**config.mk**
```make
export PLATFORM = sky130hd
export DESIGN_NAME = cachelinebus_flat
export DESIGN_NICKNAME = d
export VERILOG_FILES = /design/src/rtl/cachelinebus_pkg.sv /design/src/rtl/cachelinebus_if.sv /design/src/rtl/cachelinebus_fetchbuf.sv /design/src/rtl/cachelinebus.sv /design/src/flat_wrapper.sv
export SDC_FILE = /design/constraint.sdc
export NUM_CORES = 1
export LEC_CHECK = 0
export BUFFER_PORTS_ARGS = -buffer_cell sky130_fd_sc_hd__buf_2
export CORE_AREA = 2 2 204 206
export CTS_BUF_LIST = sky130_fd_sc_hd__clkbuf_16
export DETAILED_ROUTE_END_ITERATION = 16
export DIE_AREA = 0 0 206 208
export PLACE_DENSITY_LB_ADDON = 0.12
export SLEW_MARGIN = 20
export SYNTH_ARGS = -nofsm -noshare
export SYNTH_HDL_FRONTEND = slang
export SYNTH_HIERARCHICAL = 1
export SYNTH_SLANG_ARGS = --single-unit
```
**constraint.sdc**
```tcl
create_clock -name clk -period 10.5 [get_ports clk]
set_input_delay 2.1 -clock clk [delete_from_list [all_inputs] [get_ports clk]]
set_output_delay 2.1 -clock clk [all_outputs]
set_load 0.05 [all_outputs]
```
**src/rtl/cachelinebus_pkg.sv**
```systemverilog
// Shared types and default geometry for the cache line-transfer bus responder.
// The geometry constants are the defaults the cache instance is built with.
package cachelinebus_pkg;

  localparam int PA_BITS_DEF = 32;
  localparam int LINELEN_DEF = 256;
  localparam int BEATLEN_DEF = 64;
  localparam int LOGBWPL_DEF = $clog2(LINELEN_DEF / BEATLEN_DEF);

  typedef enum logic [2:0] {
    IDLE    = 3'd0,
    F_REQ   = 3'd1,
    F_WAIT  = 3'd2,
    WB_READ = 3'd3,
    WB_SEND = 3'd4,
    ACK     = 3'd5
  } busState_t;

  // Byte-address shift between consecutive beats of a line.
  function automatic int beatByteShift(input int beatLen);
    return $clog2(beatLen / 8);
  endfunction

endpackage

```
**src/rtl/cachelinebus_if.sv**
```systemverilog
// Memory-side beat port: one request at a time, accepted on MemReq & MemReady,
// read data returned later on MemRValid.
interface cachelinebus_if #(
  parameter int PA_BITS = 32,
  parameter int BEATLEN = 64
);

  logic               MemReq;
  logic               MemWrite;
  logic [PA_BITS-1:0] MemAdr;
  logic [BEATLEN-1:0] MemWData;
  logic               MemReady;
  logic               MemRValid;
  logic [BEATLEN-1:0] MemRData;

  modport master (
    output MemReq, MemWrite, MemAdr, MemWData,
    input  MemReady, MemRValid, MemRData
  );

  modport slave (
    input  MemReq, MemWrite, MemAdr, MemWData,
    output MemReady, MemRValid, MemRData
  );

endinterface

```
**src/rtl/cachelinebus_fetchbuf.sv**
```systemverilog
// Line-wide fetch buffer written one beat at a time at the beat index.
// Untouched beats keep their value; async reset clears the whole line.
module cachelinebus_fetchbuf #(
  parameter int LINELEN = 256,
  parameter int BEATLEN = 64,
  parameter int LOGBWPL = 2
) (
  input  logic               clk,
  input  logic               reset,
  input  logic               we,
  input  logic [LOGBWPL-1:0] beatIdx,
  input  logic [BEATLEN-1:0] wData,
  output logic [LINELEN-1:0] line
);

  always_ff @(posedge clk or posedge reset) begin
    if (reset) begin
      line <= '0;
    end else if (we) begin
      line[int'(beatIdx) * BEATLEN +: BEATLEN] <= wData;
    end
  end

endmodule

```
**src/rtl/cachelinebus.sv**
```systemverilog
// Serializes a cache line fetch or writeback into single-outstanding memory beats,
// assembling fetched beats into FetchBuffer and pulsing CacheBusAck when done.
module cachelinebus
  import cachelinebus_pkg::*;
#(
  parameter int PA_BITS = PA_BITS_DEF,
  parameter int LINELEN = LINELEN_DEF,
  parameter int BEATLEN = BEATLEN_DEF,
  parameter int LOGBWPL = LOGBWPL_DEF
) (
  input  logic               clk,
  input  logic               reset,
  input  logic [1:0]         CacheBusRW,
  input  logic [PA_BITS-1:0] CacheBusAdr,
  input  logic [BEATLEN-1:0] CacheReadDataWord,
  output logic               CacheBusAck,
  output logic [LOGBWPL-1:0] BeatCount,
  output logic               SelBusBeat,
  output logic [LINELEN-1:0] FetchBuffer,
  output logic               BusCommitted,
  cachelinebus_if.master     memBus
);

  localparam int ADR_SHIFT = beatByteShift(BEATLEN);

  busState_t          state;
  busState_t          nextState;
  logic               lastBeat;
  logic               startBurst;
  logic               beatAdvance;
  logic               fetchWe;
  logic [BEATLEN-1:0] wDataReg;

  assign lastBeat   = (BeatCount == {LOGBWPL{1'b1}});
  assign startBurst = (state == IDLE) && (CacheBusRW != 2'b00);

  always_ff @(posedge clk or posedge reset) begin
    if (reset) begin
      state <= IDLE;
    end else begin
      state <= nextState;
    end
  end

  // Writeback wins over fetch when the cache (illegally) asserts both.
  always_comb begin
    nextState = state;
    case (state)
      IDLE: begin
        if (CacheBusRW[0])      nextState = WB_READ;
        else if (CacheBusRW[1]) nextState = F_REQ;
      end
      F_REQ: begin
        if (memBus.MemReady) nextState = F_WAIT;
      end
      F_WAIT: begin
        if (memBus.MemRValid) nextState = lastBeat ? ACK : F_REQ;
      end
      WB_READ: nextState = WB_SEND;
      WB_SEND: begin
        if (memBus.MemReady) nextState = lastBeat ? ACK : WB_READ;
      end
      ACK:     nextState = IDLE;
      default: nextState = IDLE;
    endcase
  end

  always_comb begin
    memBus.MemReq   = 1'b0;
    memBus.MemWrite = 1'b0;
    CacheBusAck     = 1'b0;
    SelBusBeat      = 1'b0;
    BusCommitted    = (state != IDLE) && (state != ACK);
    fetchWe         = 1'b0;
    beatAdvance     = 1'b0;
    case (state)
      F_REQ: begin
        memBus.MemReq = 1'b1;
      end
      F_WAIT: begin
        fetchWe     = memBus.MemRValid;
        beatAdvance = memBus.MemRValid && !lastBeat;
      end
      WB_READ: begin
        SelBusBeat = 1'b1;
      end
      WB_SEND: begin
        memBus.MemReq   = 1'b1;
        memBus.MemWrite = 1'b1;
        SelBusBeat      = 1'b1;
        beatAdvance     = memBus.MemReady && !lastBeat;
      end
      ACK: begin
        CacheBusAck = 1'b1;
      end
      default: begin
        CacheBusAck = 1'b0;
      end
    endcase
  end

  always_ff @(posedge clk or posedge reset) begin
    if (reset) begin
      BeatCount <= '0;
    end else if (startBurst) begin
      BeatCount <= '0;
    end else if (beatAdvance) begin
      BeatCount <= BeatCount + 1'b1;
    end
  end

  // Captured during the cache read cycle so write data is stable for the whole send.
  always_ff @(posedge clk or posedge reset) begin
    if (reset) begin
      wDataReg <= '0;
    end else if (state == WB_READ) begin
      wDataReg <= CacheReadDataWord;
    end
  end

  assign memBus.MemWData = wDataReg;
  assign memBus.MemAdr   = CacheBusAdr + (PA_BITS'(BeatCount) << ADR_SHIFT);

  cachelinebus_fetchbuf #(
    .LINELEN (LINELEN),
    .BEATLEN (BEATLEN),
    .LOGBWPL (LOGBWPL)
  ) fetchBuf (
    .clk     (clk),
    .reset   (reset),
    .we      (fetchWe),
    .beatIdx (BeatCount),
    .wData   (memBus.MemRData),
    .line    (FetchBuffer)
  );

endmodule

```
**src/flat_wrapper.sv**
```systemverilog
// flat-port wrapper written by rule: the top's interface ports become plain ports
module cachelinebus_flat import cachelinebus_pkg::*;
#(
  parameter int PA_BITS = PA_BITS_DEF,
  parameter int LINELEN = LINELEN_DEF,
  parameter int BEATLEN = BEATLEN_DEF,
  parameter int LOGBWPL = LOGBWPL_DEF
)
  (clk, reset, CacheBusRW, CacheBusAdr, CacheReadDataWord, CacheBusAck, BeatCount, SelBusBeat, FetchBuffer, BusCommitted, memBus_MemReq, memBus_MemWrite, memBus_MemAdr, memBus_MemWData, memBus_MemReady, memBus_MemRValid, memBus_MemRData);
  cachelinebus_if #(.PA_BITS(PA_BITS), .BEATLEN(BEATLEN)) memBus_i ();
  input  logic clk;
  input  logic reset;
  input  logic [1:0] CacheBusRW;
  input  logic [PA_BITS-1:0] CacheBusAdr;
  input  logic [BEATLEN-1:0] CacheReadDataWord;
  output logic CacheBusAck;
  output logic [LOGBWPL-1:0] BeatCount;
  output logic SelBusBeat;
  output logic [LINELEN-1:0] FetchBuffer;
  output logic BusCommitted;
  output wire logic [$bits(memBus_i.MemReq)-1:0] memBus_MemReq;
  output wire logic [$bits(memBus_i.MemWrite)-1:0] memBus_MemWrite;
  output wire logic [$bits(memBus_i.MemAdr)-1:0] memBus_MemAdr;
  output wire logic [$bits(memBus_i.MemWData)-1:0] memBus_MemWData;
  input wire logic [$bits(memBus_i.MemReady)-1:0] memBus_MemReady;
  input wire logic [$bits(memBus_i.MemRValid)-1:0] memBus_MemRValid;
  input wire logic [$bits(memBus_i.MemRData)-1:0] memBus_MemRData;
  assign memBus_MemReq = memBus_i.MemReq;
  assign memBus_MemWrite = memBus_i.MemWrite;
  assign memBus_MemAdr = memBus_i.MemAdr;
  assign memBus_MemWData = memBus_i.MemWData;
  assign memBus_i.MemReady = memBus_MemReady;
  assign memBus_i.MemRValid = memBus_MemRValid;
  assign memBus_i.MemRData = memBus_MemRData;
  cachelinebus #(.PA_BITS(PA_BITS), .LINELEN(LINELEN), .BEATLEN(BEATLEN), .LOGBWPL(LOGBWPL)) u_core (.clk(clk), .reset(reset), .CacheBusRW(CacheBusRW), .CacheBusAdr(CacheBusAdr), .CacheReadDataWord(CacheReadDataWord), .CacheBusAck(CacheBusAck), .BeatCount(BeatCount), .SelBusBeat(SelBusBeat), .FetchBuffer(FetchBuffer), .BusCommitted(BusCommitted), .memBus(memBus_i));
endmodule
```
==> metrics.csv <==
metric;value;unit
Final Power;6.28;mW
PwrDens;344;nW/um^2
CTS Hold Buffers Added;0;
crit path kind;primary input to primary output;
EDFF count, synth;0;
Setup Slack @ Placement;4.32;ns
Slew HR;26.5;%
Root Driver;clkbuf_16;
global placer's final weighted congestion;0.827;
Leakage;8.84;nW
Area Overhead vs Synth;29.9;%
commonest non-fill, non-tap cell in the layout;buf_2;
via count;11400;
number of global-route vias before repair;11700;
layout net count;1730;
DRC Markers;0;
Arr. time, crit path;4.07;ns
crit path max fanout;8;
Slew @ Worst Pin;1.10;ns
sw frac;50.3;%
placed inst area;17000;sq um
CP endpoint kind;primary output;
sequential element share of the synthesized area;57.9;%
# IOs;525;
DR iter-0 viols;663;
initial antenna violation count;4;
syn avg cell area;12.9;sq um
Post-CTS Setup Inserts;0;
final wirelength;50600;um
Die Width;206;um
top_reg_cell synth;dfrtp_1;
Cell Count, Final, Fillers Out;2120;
TritonCTS buffer count;38;
skew final;0.0305;ns
Max VDD drop;0.241;mV
H-tree depth;2;
YS warnings;6;
Period Utilization, post-route;58.7;%
router iterations before antenna repair;5;
RSZ-0062 raised after global routing;no;
Clock Sinks;325;
Worst Setup Slack, final;4.33;ns
largest net degree at the start of global routing;114;
Die Y;208;um
Mapped Area;14000;sq um
routed vias/inst;5.38;
Tmin final;6.17;ns
Final Hold Fails;0;
# port buffers;518;
Initial Util;34.6;%
part of the power in registers;29.4;%
die area;42800;sq um
worst hold path type;flip-flop to flip-flop;
first-pass GRT wire length;75500;um
unique cell type count in the Yosys netlist;49;
outcome;finished clean;
Slew Viols, Final;0;
startpoint types;primary input;
Setup TNS;0;ns
Max Fclk;162;MHz
CTS-repair resized insts;0;
Cell Rows;74;
clk slew on worst S/H paths;0.06;ns
proportion of layout cells with a drive suffix above 1;46.8;%
Clk Latency, worst-skew pair;0.57;ns
TritonCTS clock tree;yes;
flops & latches, synth;325;
overall fraction of global-route tracks in use;23.1;%
Max-cap violations;0;
most frequent cells in the layout;buf_2, dfrtp_1, a32o_1, inv_1;
Int Power;3.12;mW
syn_nets;1266;
Cells after Synth;1091;
switching power;3.16;mW
routed len/inst;23.9;um
final setup vio count;0;
GR Overflow Total;0;
Clock power frac;21.3;%
Placed Cells;2047;
CP required;8.40;ns
DPL Wire Length;32000;um
Core ar.;40600;sq um
Routed Antenna Nets;0;
Comb pwr share;49.3;%
Finished Cell Area;18200;sq um
Max clock buf depth;3;
Post-synth ARST share;100;%
## flip-flops by register name (all words and copies together), names as in the netlist
register                count
u_core/memBus.MemWData     64
u_core/state                3
u_core/fetchBuf/line      256
u_core/BeatCount            2
## power by group through the flow
stage               combinational [mW]  clock [mW]  sequential [mW]
global placement                  3.10           0             1.85
global route                      3.24        1.42             1.89
finish                            3.09        1.34             1.85
floorplan                        0.960           0             3.14
detailed placement                3.12           0             1.86
CTS                               3.13        1.37             1.85
## kinds of logic (layout without fill, tap and decap cells)
kind of cell    count (synthesis)  in the layout  synth area share [%]
flops                         325            325                  57.9
buf+inv                       187            681                  5.67
fa+ha+maj                       9              9                 0.856
compound gates                265            265                  20.7
other cells                     0              3                     0
simple gates                  210            210                  7.79
xor+xnor                       29             29                  1.81
mux                            66             66                  5.28
## metal layers
layer	GRT usage, %	vias up	wire length, um	part of all wire, %
li1	-	5023	-	-
met1	29.1	5838	20400	40
met2	37.4	466	24200	48
met3	7.33	83	4390	8.7
met4	7.91	0	1650	3.3
met5	0	-	0	0
## synthesized netlist by cell type, types with 3 or more instances
cell	number	area [sq um]
dfrtp_1	325	8130
a32o_1	128	1280
inv_1	77	289
nand2_1	75	282
nand3_1	72	360
mux2_2	64	721
o2bb2ai_1	64	561
clkbuf_1	59	221
o32ai_2	59	960
buf_2	20	100
buf_1	18	67.6
xor2_1	17	149
nor2_1	12	45.0
xnor2_1	12	105
nor3_1	9	45.0
ha_1	8	100
buf_4	6	45.0
buf_6	6	67.6
nand3b_1	5	37.5
nand4_1	5	31.3
and4_1	4	35.0
nor4_2	4	50.1
o32ai_1	4	35.0
a21oi_1	3	15.0
nand2b_1	3	18.8
nor2b_1	3	18.8
## worst max-delay path, cell delays in order
cell     delay, ns
buf_2         0.08
ha_1          0.16
inv_1         0.06
fa_1          0.39
and2b_1       0.32
nand3_4       0.16
nor4_2        0.35
xnor2_1       0.16
buf_2         0.29
## final timing paths
path	to	start	cells after the start	slack (ns)
worst min-delay path	u_core/fetchBuf/line[62]$_DFFE_PP0P_	u_core/fetchBuf/line[62]$_DFFE_PP0P_	1	0.48
min in group asynchronous	u_core/memBus.MemWData[55]$_DFFE_PP0N_	reset	2	1.69
worst max-delay path	memBus_MemAdr[29]	CacheBusAdr[3]	9	4.33
max in group asynchronous	u_core/fetchBuf/line[148]$_DFFE_PP0P_	reset	3	7.19
worst min register to register	u_core/fetchBuf/line[62]$_DFFE_PP0P_	u_core/fetchBuf/line[62]$_DFFE_PP0P_	1	0.48
worst max register to register	u_core/fetchBuf/line[227]$_DFFE_PP0P_	u_core/state[2]$_DFFE_PP0P_	7	6.93
## through the flow
step,utilization (%),hold WS [ns]
6_report,45.0,0.484
5_1_grt,45.0,0.493
4_1_cts,45.0,0.486
3_5_place_dp,41.9,0.468
3_3_place_gp,41.9,0.468
2_1_floorplan,-,0.638
## final cells by class
type / count / area, sq um
Antenna cell: 3 / 7.51
Clock buffer: 39 / 976
Clock inverter: 31 / 274
Fill cell: 3923 / 22300
Inverter: 77 / 297
Multi-Input combinational cell: 579 / 5170
Sequential cell: 325 / 8130
Tap cell: 532 / 666
Timing Repair Buffer: 534 / 2710
(Power assumes the default switching activity.)
